**src/rtl/pwm_pkg.sv**
```systemverilog
// Shared helpers for the PWM fade array: duty width,
// saturation of requested duties and the linear fade step.
package pwm_pkg;

    function automatic int duty_w(input int r);
        return r + 1;
    endfunction

    function automatic int unsigned duty_clamp(
        input int unsigned d,
        input int          r
    );
        int unsigned full;
        full = 32'd1 << r;
        return (d > full) ? full : d;
    endfunction

    function automatic int unsigned fade_step(
        input int unsigned cur,
        input int unsigned tgt,
        input int unsigned step
    );
        int unsigned gap;
        if (step == 0) return tgt;
        if (cur < tgt) begin
            gap = tgt - cur;
            return cur + ((step < gap) ? step : gap);
        end
        if (cur > tgt) begin
            gap = cur - tgt;
            return cur - ((step < gap) ? step : gap);
        end
        return cur;
    endfunction

endpackage

```
**src/rtl/pwm_fade_channel.sv**
```systemverilog
// One PWM lane: shadow target, fading current duty and
// the registered comparator against the shared period count.
module pwm_fade_channel
    import pwm_pkg::*;
#(
    parameter int R = 8
) (
    input  logic         clk_i,
    input  logic         rst_i,
    input  logic         en_i,
    input  logic         pend_i,
    input  logic         load_i,
    input  logic [R:0]   duty_i,
    input  logic [R-1:0] step_i,
    input  logic [R-1:0] cnt_i,
    output logic         busy_o,
    output logic         pwm_o
);

    localparam int DW = duty_w(R);

    logic [DW-1:0] tgt_q;
    logic [DW-1:0] cur_q;
    logic [DW-1:0] tgt_d;
    logic [DW-1:0] cur_d;

    // Next duty state; the fade reads the old target so a load
    // coinciding with a period end only counts from the next one.
    always_comb begin
        tgt_d = tgt_q;
        cur_d = cur_q;
        if (load_i) begin
            tgt_d = DW'(duty_clamp(32'(duty_i), R));
        end
        if (pend_i) begin
            cur_d = DW'(fade_step(32'(cur_q), 32'(tgt_q), 32'(step_i)));
        end
    end

    assign busy_o = (cur_d != tgt_d);

    // Duty registers and glitch-free registered output.
    always_ff @(posedge clk_i) begin
        if (rst_i) begin
            tgt_q <= '0;
            cur_q <= '0;
            pwm_o <= 1'b0;
        end else begin
            tgt_q <= tgt_d;
            cur_q <= cur_d;
            pwm_o <= en_i && ({1'b0, cnt_i} < cur_q);
        end
    end

endmodule

```
**src/rtl/pwm_fade_array.sv**
```systemverilog
// N-channel PWM with shared prescaler and period counter;
// per-channel fade engines update only at period boundaries.
module pwm_fade_array
    import pwm_pkg::*;
#(
    parameter int CH         = 3,
    parameter int R          = 8,
    parameter int TIMER_BITS = 8
) (
    input  logic                  clk_i,
    input  logic                  rst_i,
    input  logic                  en_i,
    input  logic [TIMER_BITS-1:0] prescale_i,
    input  logic [CH*(R+1)-1:0]   duty_i,
    input  logic [R-1:0]          step_i,
    input  logic                  load_i,
    output logic                  busy_o,
    output logic                  period_o,
    output logic [CH-1:0]         pwm_o
);

    logic [TIMER_BITS-1:0] pre_cnt;
    logic [R-1:0]          cnt;
    logic                  tick;
    logic                  pend;
    logic [CH-1:0]         busy_vec;

    assign tick = en_i && (pre_cnt == prescale_i);
    assign pend = tick && (cnt == '1);

    // Prescaler; disabling parks it at zero.
    always_ff @(posedge clk_i) begin
        if (rst_i || !en_i) begin
            pre_cnt <= '0;
        end else if (tick) begin
            pre_cnt <= '0;
        end else begin
            pre_cnt <= pre_cnt + 1'b1;
        end
    end

    // Period counter, wraps naturally at 2^R.
    always_ff @(posedge clk_i) begin
        if (rst_i || !en_i) begin
            cnt <= '0;
        end else if (tick) begin
            cnt <= cnt + 1'b1;
        end
    end

    // Registered period pulse and aggregate busy flag.
    always_ff @(posedge clk_i) begin
        if (rst_i) begin
            period_o <= 1'b0;
            busy_o   <= 1'b0;
        end else begin
            period_o <= pend;
            busy_o   <= |busy_vec;
        end
    end

    for (genvar k = 0; k < CH; k++) begin : g_ch
        pwm_fade_channel #(
            .R(R)
        ) u_ch (
            .clk_i  (clk_i),
            .rst_i  (rst_i),
            .en_i   (en_i),
            .pend_i (pend),
            .load_i (load_i),
            .duty_i (duty_i[k*(R+1) +: R+1]),
            .step_i (step_i),
            .cnt_i  (cnt),
            .busy_o (busy_vec[k]),
            .pwm_o  (pwm_o[k])
        );
    end

endmodule

```
**config.mk**
```make
export PLATFORM = sky130hd
export DESIGN_NAME = pwm_fade_array
export DESIGN_NICKNAME = d
export VERILOG_FILES = /design/src/rtl/pwm_pkg.sv /design/src/rtl/pwm_fade_channel.sv /design/src/rtl/pwm_fade_array.sv
export SDC_FILE = /design/constraint.sdc
export NUM_CORES = 1
export LEC_CHECK = 0
export ABC_AREA = 1
export BUFFER_PORTS_ARGS = -buffer_cell sky130_fd_sc_hd__buf_2
export CAP_MARGIN = 20
export CORE_ASPECT_RATIO = 2
export CORE_MARGIN = 2
export CORE_UTILIZATION = 55
export DETAILED_ROUTE_END_ITERATION = 16
export PLACE_DENSITY = 0.81
export SLEW_MARGIN = 20
export SYNTH_ARGS = -nofsm -noshare
export SYNTH_HDL_FRONTEND = slang
export SYNTH_SLANG_ARGS = --single-unit
```
**constraint.sdc**
```tcl
create_clock -name clk_i -period 9.1 [get_ports clk_i]
set_input_delay 0.455 -clock clk_i [delete_from_list [all_inputs] [get_ports clk_i]]
set_output_delay 0.455 -clock clk_i [all_outputs]
set_load 0.02 [all_outputs]
```
Yosys cells after proc, flatten, opt, wreduce, memory -nomap -nowiden
Cells that the tools add are included.
{"block": "totals", "regBits": 75, "in_bits": 47, "out_inout_bits": 5, "elab_cells": 116}
{"block": "op_classes", "add_sub_neg": 14, "order_cmp": 18, "eq_ne": 5, "n_mux": 56, "reduce_logical": 10}
{"op": "$mux W9", "n": 33}
{"op": "$lt A8 B32 Y1", "n": 6}
{"op": "$sub A9 B9 Y10", "n": 6}
{"op": "$add A9 B9 Y9", "n": 3}
{"op": "$gt A9 B9 Y1", "n": 3}
{"op": "$gt A9 B9 Y1 const B", "n": 3}
{"op": "$lt A8 B9 Y1", "n": 3}
{"op": "$lt A9 B9 Y1", "n": 3}
{"op": "$ne A9 B9 Y1", "n": 3}
{"op": "$sub A9 B9 Y9", "n": 3}
{"op": "$mux W1", "n": 23}
{"op": "$add A8 B1 Y8 const B", "n": 2}
{"op": "$eq A8 B8 Y1", "n": 1}
{"op": "$eq A8 B8 Y1 const B", "n": 1}
{"op": "$logic_not A8 Y1", "n": 1}
{"op": "$logic_and A1 B1 Y1", "n": 5}
{"op": "$reduce_or A3 Y1", "n": 1}
{"op": "$reduce_or A2 Y1", "n": 1}
{"op": "$logic_not A1 Y1", "n": 1}
{"op": "$logic_or A1 B1 Y1", "n": 1}

Longest topological paths before layout
{"block": "depth", "word_depth": 15, "mapped_depth": 40, "mapped_depth_nobuf": 38}

Cells and area by module
From an unflattened synthesis, not the netlist that was laid out.
{"block": "unflattened", "cells_unflattened": 1939, "hier_area_um2": 11931.4}
{"mod": "pwm_fade_channel (g_ch[0].u_ch ...)", "n_inst": 2, "cells_each": 586, "area_each_um2": 3603.5, "seq_area_each_um2": 380.4}
{"mod": "pwm_fade_channel (g_ch[1].u_ch)", "n_inst": 1, "cells_each": 587, "area_each_um2": 3608.5, "seq_area_each_um2": 380.4}
{"mod": "pwm_fade_array", "n_inst": 1, "cells_each": 180, "area_each_um2": 1116.1, "seq_area_each_um2": 360.3}

Least setup slack after synthesis
OpenSTA, ideal clock, no wires.
{"block": "synth_path", "path_kind": "register to register", "start": "register g_ch[0].u_ch.cur_q[1]", "end": "register busy_o", "setup_time_ns": 0.131, "arrival_ns": 4.515, "t_required_ns": 8.969, "setup_slack_ns": 4.454, "stages_incl_launch_ff": 35, "path_buffers": 1, "synth_period_minus_slack_ns": 4.646, "cell_sequence": "dfxtp_1 -> inv_1 -> ha_1 -> nand2_1 -> o21ai_1 -> a21oi_1 -> o21bai_1 -> nand3_1 -> nand2_1 -> xor2_1 -> ha_1 -> a21oi_1 -> o21ai_0 -> o21ai_2 -> clkbuf_2 -> nand2_1 -> o21ai_0 -> ha_1 -> inv_1 -> fa_1 -> inv_1 -> nand2_1 -> nand2_1 -> nand4_1 -> nand2_1 -> xor2_1 -> nand2_1 -> nand3_1 -> nand2_1 -> nand3_1 -> nand2_1 -> inv_1 -> nand3_1 -> nor2_1 -> a21oi_1"}
{"block": "synth_via", "elab_chain_len": 12, "elab_cells_between_ends": 25, "classes_between": "4 x add/sub; 4 x order compare; 1 x eq/ne; 15 x mux; 1 x reduce/logical"}
{"item": "start: declaration", "line_no": "pwm_fade_channel.sv:23", "text": "logic [DW-1:0] cur_q;"}
{"item": "start signal: assignment", "line_no": "pwm_fade_channel.sv:50", "text": "cur_q <= cur_d;"}
{"item": "$sub A9 B9 Y10", "line_no": "pwm_pkg.sv:26", "text": "gap = tgt - cur;"}
{"item": "$lt A8 B32 Y1", "line_no": "pwm_pkg.sv:27", "text": "return cur + ((step < gap) ? step : gap);"}
{"item": "$mux W9", "line_no": "pwm_pkg.sv:27"}
{"item": "$add A9 B9 Y9", "line_no": "pwm_pkg.sv:27"}
{"item": "$mux W9", "line_no": "pwm_pkg.sv:25", "text": "if (cur < tgt) begin"}
{"item": "$mux W9", "line_no": "pwm_pkg.sv:29", "text": "if (cur > tgt) begin"}
{"item": "$mux W9", "line_no": "pwm_pkg.sv:33", "text": "return cur;"}
{"item": "$mux W9", "line_no": "pwm_pkg.sv:29"}
{"item": "$mux W9", "line_no": "pwm_pkg.sv:25"}
{"item": "$mux W9 (*)", "line_no": "pwm_fade_channel.sv:35", "text": "if (pend_i) begin"}
{"item": "$ne A9 B9 Y1 (*)", "line_no": "pwm_fade_channel.sv:40", "text": "assign busy_o = (cur_d != tgt_d);"}
{"item": "$reduce_or A3 Y1 (*)", "line_no": "pwm_fade_array.sv:58", "text": "busy_o <= |busy_vec;"}
{"item": "end signal: assignment", "line_no": "pwm_fade_array.sv:58"}
{"item": "end: declaration", "line_no": "pwm_fade_array.sv:17", "text": "output logic busy_o,"}
Mark *: on every way between the ends. The rest lies on a longest branch, timed or not. The select of a mux whose other input is x is not followed.
A chain may end at the register's enable or synchronous reset.

Worst setup path in the final report
{"block": "layout_path", "start": "register g_ch[0].u_ch.cur_q[2]", "end": "register busy_o"}
The elaborated chain is that of the path after synthesis.

==> flow_metrics.env <==
export IMPL_yosys_area_top_type_share=0.1976
export IMPL_slew_viol_final=0
export IMPL_clk_pin_slew_ns=0.06
export IMPL_powerDensity_nw_per_um2=112.5
export IMPL_grt_pass1_vias=11400
export IMPL_cts_hold_buf=0
export IMPL_leakagePower_nw=6.180
export IMPL_layout_common_cells="nand2_1, inv_1, ha_1"
export IMPL_route_detailed_drc=0
export IMPL_grt_max_degree=58
export IMPL_async_reset_ff_frac=0
export IMPL_crit_path_frequent_cell="nand2_1"
export IMPL_antenna_cells=0
export IMPL_yosys_area_top_type="ha_1"
export IMPL_insertion_delay_ns=0.37
export IMPL_layout_setup_ws_ns=3.023
export IMPL_pre_cts_ws_ns=3.151
export IMPL_finish_net_count=2009
export IMPL_dr_total_vias=11690
export IMPL_syn_nets=1988
export IMPL_grt_pass1_wl_um=54970
export IMPL_grt_total_usage=0.3428
export IMPL_r2r_cells=34
export IMPL_final_min_clock_period_ns=6.077
export IMPL_ys_types=46
export IMPL_die_h_um=202.4
export IMPL_syn_inst=1758
export IMPL_finalHoldViolCount=0
export IMPL_synth_edff_count=0
export IMPL_wl_per_cell_um=17.32
export IMPL_cpPeakStageDelay_ns=0.54
export IMPL_place_inst=2027
export IMPL_finalSetupViolCount=0
export IMPL_worstSetupPathType="register to register"
export IMPL_maxCapViolCount=0
export IMPL_area_growth_pct=6.250
export IMPL_dp_hpwl_um=28450
export IMPL_die_w_um=103.2
export IMPL_r2r_setup_slack_ns=3.02
export IMPL_slew_headroom=0.4741
export IMPL_io_pin_count=52
export IMPL_endpoint_kind="register"
export IMPL_whs_path_depth=3
export IMPL_layoutNonFillerInstCount=2043
export IMPL_cts_sinks=75
export IMPL_place_area_um2=11190
export IMPL_synth_main_ff_cell="dfxtp_1"
export IMPL_yosys_warnings=0
export IMPL_max_freq_ghz=0.1646
export IMPL_io_buffers=51
export IMPL_clock_power_share=0.299
export IMPL_cp_data_required_time_ns=9.33
export IMPL_final_area_um2=11510
export IMPL_cts_path_max_buffers=2
export IMPL_cts_root_buf="clkbuf_16"
export IMPL_detail_route_vias_per_cell=5.720
export IMPL_fp_row_count=72
export IMPL_worst_slew_pin_slew_ns=0.7874
export IMPL_post_cts_repair_setup_buffers=0
export IMPL_cts_tree="done"
export IMPL_power_switching_mw=0.5366
export IMPL_syn_avg_cell_area_um2=6.160
export IMPL_cts_resized=0
export IMPL_globalplace_congestion=0.9966
export IMPL_drt_pre_antenna_iters=6
export IMPL_start_kind="register"
export IMPL_hold_path_class="input port to register"
export IMPL_ys_ff_latch=75
export IMPL_synth_seq_area_share=0.1386
export IMPL_cp_max_fo=18
export IMPL_finClkSkew_ns=0.005271
export IMPL_finalCritPeriodShare=0.6678
export IMPL_switching_share=0.4145
export IMPL_final_layout_size_suffix_gt1_frac=0.05717
export IMPL_setup_tns_ns=0
export IMPL_synth_area_um2=10830
export IMPL_htreeDepth=3
export IMPL_status="complete, no violations"
export IMPL_pwr_share_seq=0.262
export IMPL_p_int_mw=0.7581
export IMPL_mostFrequentLayoutCell="nand2_1"
export IMPL_wirelength_um=35390
export IMPL_synth_area_leaders="ha_1, nand2_1, dfxtp_1"
export IMPL_holdWs_ns=0.4320
export IMPL_slowest_stage="o21ai_2"
export IMPL_rsz0062_at_grt="false"
export IMPL_core_area_um2=19370
export IMPL_grt_ovfl_total=0
export IMPL_ir_drop_uv=133.8
export IMPL_dieArea_um2=20900
export IMPL_first_iter_violations=651
export IMPL_power_frac_comb=0.439
export IMPL_cts_made_buffers=9
export IMPL_antenna_found_initial=0
export IMPL_arrival_ns=6.30
export IMPL_ant_nets=0
export IMPL_start_util=0.5591
state kept, by name (all words and copies together) (netlist names):
signal and count:
g_ch.u_ch.pwm_o 3, cnt 8, g_ch.u_ch.tgt_q 27, busy_o 1, pre_cnt 8, g_ch.u_ch.cur_q 27, period_o 1
power groups by stage:
stage                     Combinational [mW]  Sequential, mW  Clock [mW]
after floorplan                        0.410           0.345           0
after global placement                 0.545           0.346           0
after detailed placement               0.556           0.346           0
after CTS                              0.559           0.339       0.390
after global routing                   0.634           0.339       0.398
final                                  0.569           0.339       0.387
area by class of cell:
class / count / area (um2)
Sequential cell: 75 / 1501
Multi-Input combinational cell: 1391 / 8154
Fill cell: 1907 / 7863
Tap cell: 259 / 324.1
Clock buffer: 11 / 252.7
Inverter: 247 / 927.1
Timing Repair Buffer: 55 / 285.3
Clock inverter: 5 / 61.31
per-layer routing:
metal | global-route usage | routed length (um)
met2 | 0.6433 | 19090
met5 | 0 | 0
met4 | 0.2580 | 2899
met1 | 0.3255 | 11860
met3 | 0.03147 | 1541
cell usage after synthesis (9+ instances only):
cell	instances
clkbuf_1	9
nand4_1	24
dfxtp_1	75
o21ai_1	12
nand3_1	131
nand3b_1	16
inv_1	243
xnor2_1	16
o21bai_1	9
o22ai_1	12
o21ai_0	74
xor2_1	45
a21oi_1	124
buf_2	21
ha_1	171
nor2_1	158
nand2_1	503
fa_1	12
o211ai_1	14
a31oi_1	15
per-stage QoR:
step | util | power, mW
CTS | 0.5941 | 1.287
floorplan | - | 0.7553
global placement | 0.5778 | 0.8905
finish | 0.5941 | 1.295
global route | 0.5941 | 1.372
detailed placement | 0.5778 | 0.9021
worst paths after layout:
check,end,startpoint
worst min register to register,pre_cnt[0],pre_cnt[0]
worst min-delay path,g_ch[1].u_ch.tgt_q[6],duty_i[15]
worst max-delay path,busy_o,g_ch[0].u_ch.cur_q[2]
worst max register to register,busy_o,g_ch[0].u_ch.cur_q[2]
worst max-delay path: cells and delay by family, from the launching register on:
| kind | cells | cell delay (ns) |
|---|---|---|
| AO/OA/AOI/OAI | 8 | 1.71 |
| XOR/XNOR | 1 | 0.25 |
| adder cells (fa/ha/maj) | 4 | 1.44 |
| buffers and inverters | 3 | 0.32 |
| flip-flops | 1 | 0.45 |
| AND/OR/NAND/NOR | 18 | 1.75 |
logic make-up after synthesis:
logic type / after synthesis / synth area share
buffers and inverters: 292 / 0.1084
AOI/OAI and AO/OA: 283 / 0.1465
xor gates and xnor gates: 61 / 0.04934
and+or+nand+nor: 864 / 0.3374
adders and majority gates: 183 / 0.2198
DFF: 75 / 0.1386
Power figures use the tool's default switching activity.
